### src/rtl/pla_affine_pkg.sv
// rtl/pla_affine_pkg.sv - shared state encoding and width helper for the affine sequencer
package pla_affine_pkg;

    typedef enum logic [1:0] {
        IDLE = 2'd0,
        CALC = 2'd1,
        DONE = 2'd2
    } state_t;

    // Accumulator width: enough for k*a plus a carry from the addend.
    function automatic int aw_width(input int w, input int kw);
        return w + kw + 1;
    endfunction

endpackage

### src/rtl/pla_affine_seq.sv
// rtl/pla_affine_seq.sv - sequential shift-add evaluator of y = k*a + c with valid/ready handshakes
module pla_affine_seq
    import pla_affine_pkg::*;
#(
    parameter int W  = 7,
    parameter int KW = 3,
    parameter int CW = 1,
    parameter int OW = 10
) (
    input  logic          clk,
    input  logic          rst,
    input  logic          in_valid,
    output logic          in_ready,
    input  logic [W-1:0]  a,
    input  logic [KW-1:0] k,
    input  logic [CW-1:0] c,
    output logic          out_valid,
    input  logic          out_ready,
    output logic [OW-1:0] y,
    output logic          ovf
);

    localparam int AW   = aw_width(W, KW);
    localparam int CNTW = $clog2(KW) + 1;
    localparam logic [CNTW-1:0] LAST_CNT = CNTW'(KW - 1);

    state_t          r_state;
    logic [W-1:0]    r_a;
    logic [KW-1:0]   r_k;
    logic [AW-1:0]   r_acc;
    logic [CNTW-1:0] r_cnt;
    logic [OW-1:0]   r_y;
    logic            r_ovf;

    logic [AW-1:0]   w_a_ext;
    logic            w_kbit;
    logic [AW-1:0]   w_addend;
    logic [AW-1:0]   w_sum;
    logic [OW-1:0]   w_y_next;
    logic            w_ovf_next;

    // One partial product per CALC cycle through a single AW-wide adder.
    assign w_a_ext  = AW'(r_a);
    assign w_kbit   = |(r_k & (KW'(1) << r_cnt));
    assign w_addend = w_kbit ? (w_a_ext << r_cnt) : '0;
    assign w_sum    = r_acc + w_addend;

    generate
        if (OW < AW) begin : g_trunc
            assign w_y_next   = w_sum[OW-1:0];
            assign w_ovf_next = |w_sum[AW-1:OW];
        end else if (OW == AW) begin : g_exact
            assign w_y_next   = w_sum;
            assign w_ovf_next = 1'b0;
        end else begin : g_wide
            assign w_y_next   = {{(OW-AW){1'b0}}, w_sum};
            assign w_ovf_next = 1'b0;
        end
    endgenerate

    always_ff @(posedge clk) begin
        if (rst) begin
            r_state <= IDLE;
            r_a     <= '0;
            r_k     <= '0;
            r_acc   <= '0;
            r_cnt   <= '0;
            r_y     <= '0;
            r_ovf   <= 1'b0;
        end else begin
            unique case (r_state)
                IDLE: begin
                    if (in_valid) begin
                        r_a     <= a;
                        r_k     <= k;
                        r_acc   <= AW'(c);
                        r_cnt   <= '0;
                        r_state <= CALC;
                    end
                end
                CALC: begin
                    r_acc <= w_sum;
                    r_cnt <= r_cnt + CNTW'(1);
                    // Result registers load on the final step so y/ovf are valid with DONE.
                    if (r_cnt == LAST_CNT) begin
                        r_y     <= w_y_next;
                        r_ovf   <= w_ovf_next;
                        r_state <= DONE;
                    end
                end
                DONE: begin
                    if (out_ready) begin
                        r_state <= IDLE;
                    end
                end
                default: begin
                    r_state <= IDLE;
                end
            endcase
        end
    end

    assign in_ready  = (r_state == IDLE);
    assign out_valid = (r_state == DONE);
    assign y         = r_y;
    assign ovf       = r_ovf;

endmodule

### config.mk
export PLATFORM = sky130hd
export DESIGN_NAME = pla_affine_seq
export DESIGN_NICKNAME = d
export VERILOG_FILES = /design/src/rtl/pla_affine_pkg.sv /design/src/rtl/pla_affine_seq.sv
export SDC_FILE = /design/constraint.sdc
export NUM_CORES = 1
export LEC_CHECK = 0
export ABC_AREA = 1
export CAP_MARGIN = 5
export CORE_MARGIN = 2
export CORE_UTILIZATION = 50
export DETAILED_ROUTE_END_ITERATION = 8
export PLACE_DENSITY_LB_ADDON = 0.25
export SLEW_MARGIN = 20
export SYNTH_ARGS = -nofsm -noshare
export SYNTH_HDL_FRONTEND = slang
export SYNTH_SLANG_ARGS = --single-unit
### constraint.sdc
create_clock -name clk -period 5.5 [get_ports clk]
set_input_delay 1.1 -clock clk [delete_from_list [all_inputs] [get_ports clk]]
set_output_delay 1.1 -clock clk [all_outputs]
set_load 0.05 [all_outputs]
==> reports/results.ini, run 1 <==
[outcome]
status = finished, final reports clean

[logic_synthesis]
synth_top_cells_by_area = dfxtp_1, nand2_1, ha_1, nor2_1, a21oi_1
postSynthCellCount = 322
synth_nets = 352
ys_top_cells_by_count = nand2_1, nor2_1, dfxtp_1
syn_area_mm2 = 0.002172
netlist.area_leader.share_pct = 34.10
yosysUniqueCellTypes = 27
synth_edf_count = 0
synth_area_per_cell_um2 = 6.746
ys_seq_area_share_pct = 34.10
ys_ff_latch = 37
synth.most_common_cell = nand2_1
synthArstFlopShare_pct = 0
ys_warn_count = 0
netlist.top_cell.by_area = dfxtp_1
synthFlopType = dfxtp_1

[place]
dp_cells = 391
dp_slack_ps = 2470
place_congestion = 0.8987
port_buffers = 27
hpwl_mm = 3.704

[grt]
grt_pass1_vias = 1968
gr-total-overflow = 0
grt_max_degree = 26
antenna_found_initial = 0
grt_pass1_wl_mm = 8.942
track_usage_pct = 22.53

[clock_network]
cts_tree = yes
ctsHoldBuffers = 0
htree_num_levels = 2
clk_path_buf_depth = 2
path_clk_slew_ps = 80
postCtsSetupRepairBufs = 0
worstSkewPairLatency_ps = 290
cts-root-buf = clkbuf_8
cts_sinks = 37
cts_buffers = 5
cts_resized = 0

[sta]
fmax_ghz = 0.3244
fin_crit_sh_pct = 56.06
slew_headroom_pct = 66.16
whs_ps = 464.7
worst_clock_skew_ps = 8.070
final-setup-viol-count = 0
grt_setup_unrepaired = false
finalCriticalPeriod_ps = 3083
setup_tns_ps = 0
drv_slew = 0
finalHoldViolCount = 0
tightest_slew_ps = 506.0
setup_slack_ps = 2417

[route]
ant_nets = 0
wl_per_cell_um = 12.77
drc = 0
firstDrtPassIters = 4
wl_met1_mm = 2.422
drt-vias-per-instance = 5.238
met3_length_um = 256
wl_met2_mm = 2.337
vias = 2090
top_layer = met4
finalWirelength_mm = 5.096
drtIter0Drc = 125

[floorplan]
die_area_mm2 = 0.004887
io-pin-count = 28
die_w_um = 69.91
start_util_pct = 53.15
num_rows = 23
coreArea_mm2 = 0.004086
die_h_um = 69.91

[power]
vdd_drop_max_v = 0.0001827
leakagePower_nw = 1.190
power_density_mw_per_mm2 = 242.8

[cells_and_area]
final-instance-count-excl-fill = 399
antennaDiodeCount = 0
fin_util_pct = 62.89
nets = 378
area_growth_pct = 18.32
drive_above_1_share_pct = 5.444
nFillCells = 377

[setup_path]
critPathMaxFanout = 14
cp.required_ps = 5700
cp.buffers_inverters = 2
arrival_ps = 3280
critical-path-top-delay-family = simple AND/OR/NAND/NOR gates
crit_path_top_delay_cell = dfxtp_1
critical-path-max-stage-delay_ps = 540
startpoint_type = flip-flop
path_cells = inv_1 -> ha_1 -> nand2_1 -> a31oi_1 -> nand2_1 -> nor2_1 -> ha_1 -> fa_1 -> nand3_1 -> nand3_1 -> nand2_1 -> nand2_1 -> or2_1 -> nand2_1 -> nand2_1 -> nand2_1 -> inv_1
crit_top_cell = nand2_1
end_kind = flip-flop
path_class = reg2reg

[run]
cap_violations = 0

[hold_path]
hp-class = reg2reg

[per-layer routing]
layer  track usage, %  vias to the layer above
met5                0                        -
met4            6.410                        0
met3            4.473                        8
met2            35.77                       52
met1            31.07                      953
li1                 -                     1077
[cells in the final DEF, fill, tap and decap left out, types with 3 or more instances in the layout]
master	n
a21oi_1	25
clkbuf_8	6
clkdlybuf4s50_1	27
dfxtp_1	37
ha_1	14
inv_1	32
inv_2	4
nand2_1	96
nand3_1	17
nor2_1	40
o21ai_0	20
o22ai_1	4
xor2_1	3
[worst min-delay path, cell delays in order (launching register included)]
cell     delay [ps]
dfxtp_1         310
nand2_1          60
a21oi_1          50
[flip-flops by register name (all words and copies together) (netlist names)]
register	flops
r_state	2
r_k	3
r_cnt	3
ovf	1
r_acc	11
r_a	7
y	10
[layout make-up]
type                       count  area [µm²]  area share (%)
tap                           50       62.56           2.434
clock inverter                 1       30.03           1.168
multi-input combinational    239        1231           47.91
sequential                    37       740.7           28.82
timing repair buffer          28       277.8           10.81
inverter                      37       141.4           5.501
clock buffer                   7       86.33           3.359
[per-stage QoR]
| step | area (µm²) | power [mW] |
|---|---|---|
| 2_1_floorplan | 2172 | 0.3580 |
| 3_3_place_gp | 2454 | 0.3831 |
| 3_5_place_dp | 2454 | 0.3846 |
| 4_1_cts | 2570 | 0.6256 |
| 5_1_grt | 2570 | 0.6524 |
| 6_report | 2570 | 0.6239 |
[cells by family after synthesis]
kind of cell               count (synthesis)  share of synthesized area [%]
AOI/OAI and AO/OA                         56                          13.59
DFF                                       37                          34.10
buffers and inverters                     46                          9.216
adders and majority gates                 15                          8.986
xor gates and xnor gates                   3                          1.210
and+or+nand+nor                          165                          32.89
[power by group]
part | total (mW) | internal, mW | switching, mW
Sequential | 0.287 | 0.279 | 0.00841
Combinational | 0.0929 | 0.0331 | 0.0598
Clock | 0.244 | 0.148 | 0.0960
[worst paths after layout]
kind	slack, ps	to	cells after the start	from
worst max-delay path	2420	y[6]	17	r_cnt[0]
worst min register to register	460	y[2]	2	y[2]
worst max register to register	2420	y[6]	17	r_cnt[0]
worst min-delay path	460	y[2]	2	y[2]
(Power assumes the default switching activity.)
==> run 2, diff against run 1 <==
==> constraint.sdc (replaced) <==
create_clock -name clk -period 2.5 [get_ports clk]
set_input_delay 0.5 -clock clk [delete_from_list [all_inputs] [get_ports clk]]
set_output_delay 0.5 -clock clk [all_outputs]
set_load 0.05 [all_outputs]
==> reports/results.ini, run 2 (synthesis results as in run 1) <==
[place]
hpwl_mm = 3.848  ; was 3.704 mm
place_congestion = 0.9306  ; was 0.8987
port_buffers = 27  ; unchanged

[grt]
grt_max_degree = 25  ; was 26
gr-total-overflow = 0  ; unchanged
grt_pass1_wl_mm = 9.301  ; was 8.942 mm
grt_pass1_vias = 2050  ; was 1968
antenna_found_initial = 0  ; unchanged
track_usage_pct = 23.09  ; was 22.53%

[power]
vdd_drop_max_v = 0.0003358  ; was 0.0001827 V
p_total_mw = 1.366  ; was 623.9 µW
power_density_mw_per_mm2 = 455.7  ; was 242.8 mW/mm²
leakagePower_nw = 1.336  ; was 1.190 nW

[sta]
finalHoldViolCount = 0  ; unchanged
slew_headroom_pct = 66.22  ; was 66.16%
fmax_ghz = 0.3977  ; was 0.3244 GHz
finalCriticalPeriod_ps = 2515  ; was 3083 ps
grt_setup_unrepaired = true  ; was false
whs_ps = 466.3  ; was 464.7 ps
final-setup-viol-count = 1  ; was 0
worst_clock_skew_ps = 8.120  ; was 8.070 ps
tightest_slew_ps = 505.2  ; was 506.0 ps
fin_crit_sh_pct = 100.6  ; was 56.06%
drv_slew = 0  ; unchanged
setup_slack_ps = -14.60  ; was 2417 ps

[floorplan]
die_area_mm2 = 0.004887  ; unchanged
coreArea_mm2 = 0.004086  ; unchanged
die_w_um = 69.91  ; unchanged
die_h_um = 69.91  ; unchanged
io-pin-count = 28  ; unchanged
start_util_pct = 53.15  ; unchanged
num_rows = 23  ; unchanged

[setup_path]
critPathMaxFanout = 6  ; was 14
arrival_ps = 2710  ; was 3280 ps
startpoint_type = flip-flop  ; unchanged
cp.required_ps = 2700  ; was 5700 ps
path_class = reg2reg  ; unchanged
crit_path_top_delay_cell = dfxtp_4  ; was dfxtp_1
r2r_end = y[6]  ; unchanged
end_kind = flip-flop  ; unchanged
rr_startpoint = r_cnt[1]  ; was r_cnt[0]
rrSetupSlack_ps = -10  ; was 2420 ps
path_cells = inv_4 -> ha_4 -> nand2_4 -> a31oi_4 -> nand2_4 -> o22ai_2 -> ha_4 -> nand2_2 -> nand3_4 -> nand2_2 -> nand2_2 -> or2_1 -> nand2_1 -> nand2_1 -> nand2_1 -> inv_1  ; was inv_1 -> ha_1 -> nand2_1 -> a31oi_1 -> nand2_1 -> nor2_1 -> ha_1 -> fa_1 -> nand3_1 -> nand3_1 -> nand2_1 -> nand2_1 -> or2_1 -> nand2_1 -> nand2_1 -> nand2_1 -> inv_1
critical-path-max-stage-delay_ps = 370  ; was 540 ps
reg2regPathDepth = 16  ; was 17

[cells_and_area]
largest-register = r_acc  ; unchanged
drive_above_1_share_pct = 22.37  ; was 5.444%
antennaDiodeCount = 0  ; unchanged
nets = 400  ; was 378
final_common_cell = nand2_1  ; unchanged
area_growth_pct = 37.96  ; was 18.32%
largest_reg_flops = 11  ; unchanged
fin_util_pct = 73.33  ; was 62.89%
layout_common_cells = nand2_1, nor2_1, dfxtp_1, inv_1, clkdlybuf4s50_1  ; unchanged

[clock_network]
cts_tree = yes  ; unchanged
path_clk_slew_ps = 80  ; about the same
cts_buffers = 5  ; unchanged
htree_num_levels = 2  ; unchanged
clk_path_buf_depth = 2  ; unchanged
ctsHoldBuffers = 0  ; unchanged
cts-root-buf = clkbuf_8  ; unchanged
worstSkewPairLatency_ps = 290  ; about the same
cts_sinks = 37  ; unchanged

[hold_path]
holdCritStartpoint = y[2]  ; unchanged
hp-class = reg2reg  ; unchanged
hold_depth = 2  ; unchanged
hold_end = y[2]  ; unchanged

[run]
cap_violations = 0  ; unchanged

[route]
drc = 0  ; unchanged
drt-vias-per-instance = 5.482  ; was 5.238
ant_nets = 0  ; unchanged
firstDrtPassIters = 5  ; was 4
vias = 2308  ; was 2090
finalWirelength_mm = 6.430  ; was 5.096 mm
wl_per_cell_um = 15.27  ; was 12.77 µm
drtIter0Drc = 270  ; was 125

[outcome]
status = complete, but fails checks  ; was finished, final reports clean
violations = negative setup slack

## run 2: cell count changes in the layout (fill, tap and decap cells not counted), moves of 5 or more
cell | before | now
nand2_1 | 96 | 86
ha_1 | 14 | 6
nand2_2 | 1 | 6
nand2_4 | 0 | 5
ha_4 | 0 | 8
buf_4 | 1 | 22
## run 2: metal layers
metal | part of all wire [%] | track usage (%) | vias up
met4 | 1.9 | 6.197 | 0
met5 | 0 | 0 | -
met1 | 42 | 31.42 | 1061
met3 | 6.1 | 3.319 | 20
met2 | 50 | 38.31 | 103
li1 | - | - | 1124
## run 2: critical path, delay by kind of cell, from the launching register on
| family | cells | cell delay, ps |
|---|---|---|
| AO/OA/AOI/OAI | 2 | 520 |
| flip-flops | 1 | 370 |
| AND/OR/NAND/NOR | 10 | 980 |
| adder cells (fa/ha/maj) | 2 | 410 |
| buffers and inverters | 2 | 110 |
## run 2: final cells by class
type / count / area (µm²)
clock inverter: 3 / 22.52
fill: 302 / 1090
multi-input combinational: 239 / 1499
timing repair buffer: 50 / 446.7
clock buffer: 5 / 68.82
inverter: 37 / 148.9
tap: 50 / 62.56
sequential: 37 / 748.2
## run 2: worst max-delay path by stage
stage | slack [ps] | cells after the start | from | to
2_1_floorplan | 40 | 17 | r_cnt[0] | y[6]
3_3_place_gp | -30 | 16 | r_cnt[0] | ovf
3_5_place_dp | -120 | 16 | r_cnt[0] | ovf
4_1_cts | 20 | 17 | r_cnt[1] | y[6]
5_1_grt | -270 | 17 | r_cnt[1] | y[9]
6_report | -10 | 16 | r_cnt[1] | y[6]
## run 2: what timing repair did
item                       4_1_cts  5_1_grt
pin swaps                        2       32
setup buffers                    0        4
gates resized for setup          7       55
gates cloned                     0        0
setup endpoints to repair       14       15
## run 2: per-stage QoR
step,setup WS (ps),cells,instance area (µm²),TNS [ps]
after floorplan,38.17,322,2175,0
after global placement,-26.33,409,2591,-40.59
after detailed placement,-118.8,409,2591,-1051
after CTS,19.14,417,2711,0
after global routing,-267.8,421,2997,-1172
final,-14.60,421,2997,-14.60
## run 2: where the power goes
| group | internal, mW | leakage [nW] | switching, mW |
|---|---|---|---|
| clock | 0.196 | 0.0364 | 0.235 |
| combinational | 0.123 | 0.997 | 0.177 |
| sequential | 0.613 | 0.303 | 0.0224 |
| total | 0.931 | 1.34 | 0.435 |
==> run 3, diff against run 2 <==
--- a/config.mk
+++ b/config.mk
@@ -5,10 +5,9 @@
 export SDC_FILE = /design/constraint.sdc
 export NUM_CORES = 1
 export LEC_CHECK = 0
-export ABC_AREA = 1
 export CAP_MARGIN = 5
 export CORE_MARGIN = 2
-export CORE_UTILIZATION = 50
+export CORE_UTILIZATION = 49
 export DETAILED_ROUTE_END_ITERATION = 8
 export PLACE_DENSITY_LB_ADDON = 0.25
 export SLEW_MARGIN = 20
==> reports/results.ini, run 3 <==
[outcome]
status = complete, but fails checks  ; unchanged
violations = negative setup slack  ; unchanged

[logic_synthesis]
ys_top_cells_by_count = nand2_1, dfxtp_1, a21oi_1  ; was nand2_1, nor2_1, dfxtp_1
synth_area_per_cell_um2 = 8.037  ; was 6.746 µm²
synth_nets = 290  ; was 352
synth.most_common_cell = nand2_1  ; unchanged
yosysUniqueCellTypes = 51  ; was 27
synthArstFlopShare_pct = 0  ; unchanged
synth_top_cells_by_area = dfxtp_1, nand2_1, a21oi_1, ha_1, nand3_1  ; was dfxtp_1, nand2_1, ha_1, nor2_1, a21oi_1
netlist.top_cell.by_area = dfxtp_1  ; unchanged
synthFlopType = dfxtp_1  ; unchanged
netlist.area_leader.share_pct = 35.45  ; was 34.10%
synth_edf_count = 0  ; unchanged
ys_ff_latch = 37  ; unchanged
ys_warn_count = 0  ; unchanged
ys_seq_area_share_pct = 35.45  ; was 34.10%
syn_area_mm2 = 0.002090  ; was 0.002172 mm²
postSynthCellCount = 260  ; was 322

[clock_network]
cts-root-buf = clkbuf_8  ; unchanged
htree_num_levels = 2  ; unchanged
path_clk_slew_ps = 80  ; about the same
cts_buffers = 5  ; unchanged
cts_tree = yes  ; unchanged
clk_path_buf_depth = 2  ; unchanged
cts_sinks = 37  ; unchanged
worstSkewPairLatency_ps = 300  ; was 290 ps

[floorplan]
die_h_um = 69.30  ; was 69.91 µm
num_rows = 23  ; unchanged
io-pin-count = 28  ; unchanged
die_area_mm2 = 0.004802  ; was 0.004887 mm²
start_util_pct = 51.50  ; was 53.15%
coreArea_mm2 = 0.004058  ; was 0.004086 mm²
die_w_um = 69.30  ; was 69.91 µm

[power]
vdd_drop_max_v = 0.0004077  ; was 0.0003358 V
p_total_mw = 1.247  ; was 1.366 mW
leakagePower_nw = 1.144  ; was 1.336 nW
power_density_mw_per_mm2 = 406.6  ; was 455.7 mW/mm²

[route]
vias = 2153  ; was 2308
ant_nets = 0  ; unchanged
firstDrtPassIters = 5  ; unchanged
wl_per_cell_um = 15.46  ; was 15.27 µm
drc = 0  ; unchanged
finalWirelength_mm = 5.767  ; was 6.430 mm
drtIter0Drc = 129  ; was 270
drt-vias-per-instance = 5.772  ; was 5.482

[cells_and_area]
final-instance-count-excl-fill = 373  ; was 421
largest_reg_flops = 11  ; unchanged
nets = 353  ; was 400
final_cell_area_mm2 = 0.003067  ; was 0.002997 mm²
final_common_cell = nand2_1  ; unchanged
layout_common_cells = nand2_1, buf_4, dfxtp_1, a21oi_1, clkdlybuf4s50_1  ; was nand2_1, nor2_1, dfxtp_1, inv_1, clkdlybuf4s50_1
area_growth_pct = 46.77  ; was 37.96%
largest-register = r_acc  ; unchanged
drive_above_1_share_pct = 29.10  ; was 22.37%
antennaDiodeCount = 0  ; unchanged
nFillCells = 294  ; was 302

[sta]
slew_headroom_pct = 50.88  ; was 66.22%
fmax_ghz = 0.3349  ; was 0.3977 GHz
fin_crit_sh_pct = 119.4  ; was 100.6%
grt_setup_unrepaired = true  ; unchanged
final-setup-viol-count = 16  ; was 1
worst_clock_skew_ps = 9.014  ; was 8.120 ps
setup_slack_ps = -485.9  ; was -14.60 ps
tightest_slew_ps = 735.0  ; was 505.2 ps
finalHoldViolCount = 0  ; unchanged
finalCriticalPeriod_ps = 2986  ; was 2515 ps
drv_slew = 0  ; unchanged

[hold_path]
holdCritStartpoint = y[4]  ; was y[2]
hold_depth = 2  ; unchanged
hp-class = reg2reg  ; unchanged

[setup_path]
cp.required_ps = 2660  ; was 2700 ps
rr_startpoint = r_cnt[1]  ; unchanged
reg2regPathDepth = 13  ; was 16
arrival_ps = 3150  ; was 2710 ps
startpoint_type = flip-flop  ; unchanged
path_class = reg2reg  ; unchanged
critPathMaxFanout = 7  ; was 6
worstSetupStartpoint = r_cnt[1]  ; unchanged
end_kind = flip-flop  ; unchanged

[grt]
track_usage_pct = 23.11  ; was 23.09%
antenna_found_initial = 0  ; unchanged
gr-total-overflow = 0  ; unchanged
grt_max_degree = 29  ; was 25
grt_pass1_wl_mm = 8.990  ; was 9.301 mm
grt_pass1_vias = 2016  ; was 2050

[place]
port_buffers = 27  ; unchanged
post_dp_cell_area_mm2 = 0.002635  ; was 0.002591 mm²
hpwl_mm = 3.682  ; was 3.848 mm
place_congestion = 0.8316  ; was 0.9306
dp_cells = 354  ; was 409

[run]
cap_violations = 0  ; unchanged

run 3: changes by cell type after synthesis, moves of 5 or more:
cell,delta
nand2_1,-48
nor3_1,+5
o21ai_0,-19
nor2_1,-27
a21oi_1,+10
clkbuf_1,+8
nand3_1,-5
or3_1,+5
inv_1,-26
run 3: logic make-up after synthesis:
group	Yosys count	synth area share (%)
AND/OR/NAND/NOR	105	23.83
multiplexers	4	1.916
adder cells (fa/ha/maj)	15	9.341
XOR/XNOR	5	2.096
AO/OA/AOI/OAI	71	21.98
buffers and inverters	23	5.389
flip-flops	37	35.45
run 3: worst paths after layout:
path	endpoint	slack, ps
worst min-delay path	y[4]	450
worst max-delay path	y[8]	-490
worst min register to register	y[4]	450
worst max register to register	y[8]	-490
run 3: report_power, final:
group	internal (mW)	switching, mW	total, mW
clock	0.219	0.212	0.431
combinational	0.0842	0.114	0.198
sequential	0.605	0.0135	0.618
total	0.908	0.339	1.25
run 3: worst max-delay path, stage by stage, from the launching register on:
cell      delay [ps]
dfxtp_4          370
inv_4             50
ha_4             150
a222oi_1         370
or3_4            280
nor3_4            60
ha_2             200
fa_2             360
a21o_1           230
a221oi_4         300
buf_6            180
nor4_4            40
a41oi_2          180
a21oi_1           80
run 3: per-layer routing:
layer | wire length, µm | track usage [%] | up-vias
met5 | 0 | 0 | -
met4 | 122 | 7.625 | 0
met3 | 295 | 4.651 | 13
met2 | 2997 | 40.92 | 72
met1 | 2351 | 27.81 | 1009
li1 | - | - | 1059
run 3: area by class of cell:
class | count | area (µm²) | share of cell area [%]
Timing Repair Buffer | 73 | 639.4 | 20.85
Inverter | 6 | 27.53 | 0.8976
Multi-Input combinational cell | 200 | 1503 | 49.00
Sequential cell | 37 | 748.2 | 24.40
Clock buffer | 7 | 86.33 | 2.815
Tap cell | 50 | 62.56 | 2.040
run 3: through the flow:
step	hold WS (ps)	util (%)	setup WS, ps	TNS, ps
2_1_floorplan	435.7	-	-283.3	-2435
3_3_place_gp	442.2	64.94	-399.0	-4097
3_5_place_dp	448.7	64.94	-476.7	-5419
4_1_cts	457.6	69.78	-404.8	-4981
5_1_grt	473.7	75.58	-641.8	-8068
6_report	451.7	75.58	-485.9	-5690
run 3: repair_timing:
action | 4_1_cts | 5_1_grt
gates cloned | 0 | 0
pin swaps | 22 | 22
buffers inserted | 6 | 8
endpoints found under the hold margin | 0 | 0
hold buffers | 0 | 0
gates resized for setup | 14 | 31
setup endpoints to repair | 18 | 18
